`src/rtl/toggle_link_pkg.sv`:
```
// Shared constants for the two-phase toggle event link, so the sender-side wrapper
// and the receiver agree on defaults and legal parameter ranges.
package toggle_link_pkg;

  localparam int unsigned TOG_SYNC_STAGES_DEF = 2;
  localparam int unsigned TOG_CNT_WIDTH_DEF   = 3;

  localparam int unsigned TOG_SYNC_STAGES_MIN = 2;
  localparam int unsigned TOG_SYNC_STAGES_MAX = 4;
  localparam int unsigned TOG_CNT_WIDTH_MIN   = 1;
  localparam int unsigned TOG_CNT_WIDTH_MAX   = 16;

  function automatic bit tog_params_legal(int unsigned sync_stages, int unsigned cnt_width);
    return (sync_stages >= TOG_SYNC_STAGES_MIN) && (sync_stages <= TOG_SYNC_STAGES_MAX) &&
           (cnt_width >= TOG_CNT_WIDTH_MIN) && (cnt_width <= TOG_CNT_WIDTH_MAX);
  endfunction

endpackage

```
`src/rtl/sync_chain.sv`:
```
// Multi-flop synchronizer for a single asynchronous bit; reused by the debouncer input.
module sync_chain
  import toggle_link_pkg::*;
#(
  parameter int unsigned DEPTH = TOG_SYNC_STAGES_DEF
) (
  input  logic clk,
  input  logic RSTN,
  input  logic d_i,
  output logic q_o
);

  logic [DEPTH-1:0] s_q;

  always_ff @(posedge clk or negedge RSTN) begin
    if (!RSTN) begin
      s_q <= '0;
    end else begin
      s_q <= {s_q[DEPTH-2:0], d_i};
    end
  end

  assign q_o = s_q[DEPTH-1];

endmodule

```
`src/rtl/toggle_pulse_receiver.sv`:
```
// Receiver for a two-phase toggle link: synchronizes the toggle, emits one pulse per
// transition, counts events and returns a toggle acknowledge to the sender.
module toggle_pulse_receiver
  import toggle_link_pkg::*;
#(
  parameter int unsigned SYNC_STAGES = TOG_SYNC_STAGES_DEF,
  parameter int unsigned CNT_WIDTH   = TOG_CNT_WIDTH_DEF
) (
  input  logic                 clk,
  input  logic                 RSTN,
  input  logic                 tog_in,
  input  logic                 clr,
  output logic                 pulse,
  output logic                 ack_tog,
  output logic [CNT_WIDTH-1:0] count,
  output logic                 overflow
);

  logic                 sync;
  logic                 evt;
  logic                 prev_q;
  logic                 pulse_q, pulse_d;
  logic                 ack_q, ack_d;
  logic [CNT_WIDTH-1:0] count_q, count_d;
  logic                 ovf_q, ovf_d;

  sync_chain #(
    .DEPTH (SYNC_STAGES)
  ) u_sync_chain (
    .clk  (clk),
    .RSTN (RSTN),
    .d_i  (tog_in),
    .q_o  (sync)
  );

  assign evt = sync ^ prev_q;

  always_comb begin
    pulse_d = evt;
    ack_d   = ack_q ^ evt;
    count_d = count_q;
    ovf_d   = ovf_q;
    // Clear wins over a coincident wrap, but the colliding event itself still counts.
    if (clr) begin
      count_d = CNT_WIDTH'(evt);
      ovf_d   = 1'b0;
    end else if (evt) begin
      count_d = count_q + CNT_WIDTH'(1);
      ovf_d   = ovf_q | (&count_q);
    end
  end

  always_ff @(posedge clk or negedge RSTN) begin
    if (!RSTN) begin
      prev_q  <= 1'b0;
      pulse_q <= 1'b0;
      ack_q   <= 1'b0;
      count_q <= '0;
      ovf_q   <= 1'b0;
    end else begin
      prev_q  <= sync;
      pulse_q <= pulse_d;
      ack_q   <= ack_d;
      count_q <= count_d;
      ovf_q   <= ovf_d;
    end
  end

  assign pulse    = pulse_q;
  assign ack_tog  = ack_q;
  assign count    = count_q;
  assign overflow = ovf_q;

endmodule
```
`config.mk`:
```
export PLATFORM = sky130hd
export DESIGN_NAME = toggle_pulse_receiver
export DESIGN_NICKNAME = d
export VERILOG_FILES = /design/src/rtl/toggle_link_pkg.sv /design/src/rtl/sync_chain.sv /design/src/rtl/toggle_pulse_receiver.sv
export SDC_FILE = /design/constraint.sdc
export NUM_CORES = 1
export LEC_CHECK = 0
export ABC_AREA = 1
export ABC_CLOCK_PERIOD_IN_PS = 1600
export CAP_MARGIN = 5
export CORE_AREA = 2 2 39 41
export CTS_CLUSTER_DIAMETER = 150
export DETAILED_ROUTE_END_ITERATION = 6
export DIE_AREA = 0 0 41 43
export PLACE_DENSITY = 0.57
export SKIP_CTS_REPAIR_TIMING = 1
export SLEW_MARGIN = 20
export SYNTH_ARGS = -nofsm -noshare
export SYNTH_HDL_FRONTEND = slang
export SYNTH_SLANG_ARGS = --single-unit
```
`constraint.sdc`:
```
create_clock -name clk -period 1.6 [get_ports clk]
set_input_delay 0.32 -clock clk [delete_from_list [all_inputs] [get_ports clk]]
set_output_delay 0.32 -clock clk [all_outputs]
set_load 0.01 [all_outputs]
```
# Yosys cells after proc, flatten, opt, wreduce, memory -nomap -nowiden
# Index checks and enable logic that the tools add are counted.
[word_totals]
ramBits = 0
mem_count = 0
inputBits = 4
latch_bits = 0
output_inout_bits = 6
ff_bits = 9
mem_bits_ro = 0
[op_classes]
n_bitwise = 3
n_reduce_logical = 2
n_lt_le_gt_ge = 0
shifts = 0
mux = 4
addsub = 1
div = 0
n_mul = 0
eq_ne = 0
[ops]
columns = ["operator", "count"]
rows = [
  ["$mux 3", 2],
  ["$add 3x1->3 const B", 1],
  ["$reduce_and 3->1", 1],
  ["$mux 1", 2],
  ["$reduce_bool 2->1", 1],
  ["$xor 1x1->1", 2],
  ["$or 1x1->1", 1],
]

# Logic depth before layout (Yosys ltp)
[logic_depth]
ltp_word = 4
ltp_mapped = 6
mapped_depth_nobuf = 6

# Hierarchy
# Synthesis repeated with hierarchy kept, for this count alone.
[unflattened]
cells_unflattened = 39
area_unflattened_um2 = 367.9
[by_module_without_submodules]
columns = ["mod", "area_per_inst_um2", "instances", "cells_per_inst", "seq_area_each_um2"]
rows = [
  ["toggle_pulse_receiver", 317.8, 1, 37, 175.2],
  ["sync_chain", 50.0, 1, 2, 50.0],
]

# Worst setup path before layout
# Ideal clock, no wire load.
[synth_path]
path_type = "register to register"
startpoint = "register count_q[0], in the netlist count[0]"
endpoint = "register ovf_q, in the netlist overflow"
n_path_buf = 0
t_arrival_ns = 1.094
path_stages_with_launch = 6
setup_ns = 0.118
setup_slack_ns = 0.388
t_required_ns = 1.482
cell_sequence = "dfrtp_1 -> ha_1 -> ha_1 -> or2_0 -> nand3_1 -> nand2_1"
[synth_via]
elab_chain_len = 4
[synth_lines]
columns = ["item", "line", "rtl"]
rows = [
  ["start, declared", "toggle_pulse_receiver.sv:24", "logic [CNT_WIDTH-1:0] count_q, count_d;"],
  ["start signal, assigned", "toggle_pulse_receiver.sv:64", "count_q <= count_d;"],
  ["$reduce_and 3->1", "toggle_pulse_receiver.sv:49", "ovf_d = ovf_q | (&count_q);"],
  ["$or 1x1->1", "toggle_pulse_receiver.sv:49", ""],
  ["$mux 1", "toggle_pulse_receiver.sv:47", "end else if (evt) begin"],
  ["$mux 1", "toggle_pulse_receiver.sv:44", "if (clr) begin"],
  ["end signal, assigned", "toggle_pulse_receiver.sv:65", "ovf_q <= ovf_d;"],
  ["end, declared", "toggle_pulse_receiver.sv:25", "logic ovf_q, ovf_d;"],
]
# No other way between the ends. The select of a mux whose other input is x is not followed.
# A chain may end at the register's enable or synchronous reset.

# Worst setup path after layout
[layout_path]
startpoint = "register count_q[0], in the netlist count[0]"
endpoint = "output count[0]"
[layout_lines]
columns = ["item", "line", "rtl"]
rows = [
  ["end, declared", "toggle_pulse_receiver.sv:15", "output logic [CNT_WIDTH-1:0] count,"],
]
# No word-level cell between the ends.

==> reports/qor.csv <==
stage,metric,value,unit
worst_setup_path,crit-path max FO,3,
floorplan,die height,43,um
clock_tree,Clock Root Buffer,clkbuf_4,
worst_setup_path,crit path kind,flop to output pin,
floorplan,Std-Cell Rows,14,
hold_path,Worst Hold Class,input port to asynchronous set/reset pin,
placed_design,Final HPWL DP,458,um
worst_setup_path,crit start category,flop,
routing,routed wire length,640,um
power,VDD IR-drop max,425,uV
floorplan,die area,0.00176,mm2
routing,First DRT Iteration DRCs,9,
synth,Ys Warns,0,
sta,min Tclk post-route,1.51,ns
placed_design,routability cong.,0.675,
sta,endpoints failing setup,0,
synth,register area share after synthesis,59.8,%
floorplan,Initial Util,27.2,%
clock_tree,CTS tree,yes,
worst_setup_path,Setup crit end kind,output pin,
clock_tree,Max clock buf depth,2,
global_route,vias in the first global route,252,
sta,clk_skew,0.00129,ns
global_route,first-pass GRT wire length,1070,um
synth,Post-Syn Instances,40,
global_route,pin count of the biggest net entering global routing,10,
sta,Fmax achieved,0.664,GHz
worst_setup_path,crit path DAT,1.19,ns
clock_tree,TritonCTS Sinks,9,
synth,synth unique cells,8,
sta,RSZ-0062 raised after global routing,false,
run_status,outcome,"complete, no violations",
sta,Slew Limit Fails,0,
routing,DR vias/cell,4.23,
job,number of max-cap violations,0,
sta,Final Cycle Share,94.2,%
clock_tree,CTS Buf Count,3,
layout,fin area,513,um2
global_route,initial antenna violation count,0,
sta,Slew @ Worst Pin,0.402,ns
synth,"top cells by area, synth","dfrtp_1 60%, nand2_1 13%, nand3_1 8.0%",
layout,layout cells sized above 1,13.2,%
worst_setup_path,CP max stage delay,0.55,ns
sta,setup TNS,0,ns
synth,post-synthesis cell area,377,um2
routing,wire length per cell,9.28,um
clock_tree,Worst-path clk slew,0.06,ns
worst_setup_path,crit-path cells,clkdlybuf4s50_1,
clock_tree,worst-skew pair later-pin latency,0.26,ns
worst_setup_path,Crit-path slowest cell,clkdlybuf4s50_1,
global_route,total gr overflow,0,
layout,Reg area,225,um2
power,Pleak,0.274,nW
sta,Final Hold Viols,0,
power,Tot Pwr,0.520,mW
synth,synthesized area per cell,9.42,um2
floorplan,die width,41,um
synth,syn nets,46,
layout,Fillers,141,
routing,via count,292,
placed_design,IO buf count,9,
placed_design,dpl cell area,487,um2
worst_setup_path,Worst Path Required,1.28,ns
layout,area of the multi-input gates,129,um2
worst_setup_path,critical path buffer and inverter count,1,
routing,Routed Antenna Nets,0,
global_route,GRT Resource Usage Total,9.47,%
routing,DRC Markers,0,
synth,#FFs+latches synth,9,
floorplan,Core ar.,0.00138,mm2
floorplan,I/O pin total,10,
synth,"area leader, netlist",dfrtp_1,
layout,n_diodes,0,
clock_tree,htree depth,1,
synth,post-synth top area share,59.8,%
worst_setup_path,Top delay family on crit path,buffers and inverters,
layout,Nets,60,
power,P per Cell Area,1010,mW/mm2
layout,Layout area overhead,36.2,%
sta,Max-slew headroom,73.1,%
routing,Pre-antenna DRT Iters,4,
[logic make-up (layout without fill, tap and decap cells)]
group,after synthesis,after routing,share of synthesized area [%]
fa+ha+maj,2,2,6.64
buf+inv,6,19,5.98
flops,9,9,59.8
simple gates,23,23,27.6
[final timing paths]
path | start | endpoint | slack [ns] | depth (start not counted)
worst max-delay path | count[0]$_DFFE_PN0P_ | count[0] | 0.09 | 1
worst min register to register | u_sync_chain.s_q[0]$_DFF_PN0_ | u_sync_chain.s_q[1]$_DFF_PN0_ | 0.35 | 0
min in group clk | u_sync_chain.s_q[0]$_DFF_PN0_ | u_sync_chain.s_q[1]$_DFF_PN0_ | 0.35 | 0
worst min-delay path | RSTN | overflow$_DFFE_PN0P_ | 0.35 | 1
max in group asynchronous | RSTN | ack_tog$_DFF_PN0_ | 0.97 | 1
worst max register to register | count[0]$_DFFE_PN0P_ | overflow$_DFFE_PN0P_ | 0.39 | 5
[final cells by class]
type	instances	area share, %
Inverter	6	4.39
Timing Repair Buffer	9	17.6
Multi-Input combinational cell	25	25.1
Sequential cell	9	43.9
Tap cell	16	3.90
Clock buffer	4	5.12
[through the flow]
stage          util (%)  cells  setup WS, ns  hold slack (ns)
6_report           37.1     69        0.0931            0.349
5_1_grt            37.1     69        0.0395            0.367
4_1_cts            37.1     69        0.0913            0.356
3_5_place_dp       35.2     65         0.353            0.342
3_3_place_gp       35.2     65         0.363            0.335
2_1_floorplan         -     40         0.388           0.0244
[routing by layer]
metal,up-vias,wire length (um),GRT usage (%)
met1,130,311,13.8
met4,0,19,8.00
li1,150,-,-
met3,2,45,3.14
met5,-,0,0
met2,10,264,10.6
[cell usage in the layout (no fill, tap or decap)]
cell type,instances
dfrtp_1,9
clkbuf_1,1
ha_1,2
inv_1,5
nand2_2,3
nand3_1,6
or2_0,1
clkbuf_4,3
clkdlybuf4s50_1,9
inv_2,1
nand2_1,13
[registers in the layout, indices dropped and copies added, names as in the netlist]
signal            cells
prev_q                1
count                 3
u_sync_chain.s_q      2
pulse                 1
overflow              1
ack_tog               1
[where the power goes]
group,switching [mW],leakage (nW),total [mW],internal [mW]
Clock,0.0800,0.0150,0.176,0.0962
Combinational,0.0413,0.148,0.0851,0.0438
Sequential,0.0127,0.111,0.258,0.246
Total,0.134,0.274,0.520,0.386
[synth_stat cells (all sizes together)]
library cell  number
or2                1
nand2             16
dfrtp              9
nand3              6
inv                6
ha                 2
(Power assumes the default switching activity.)
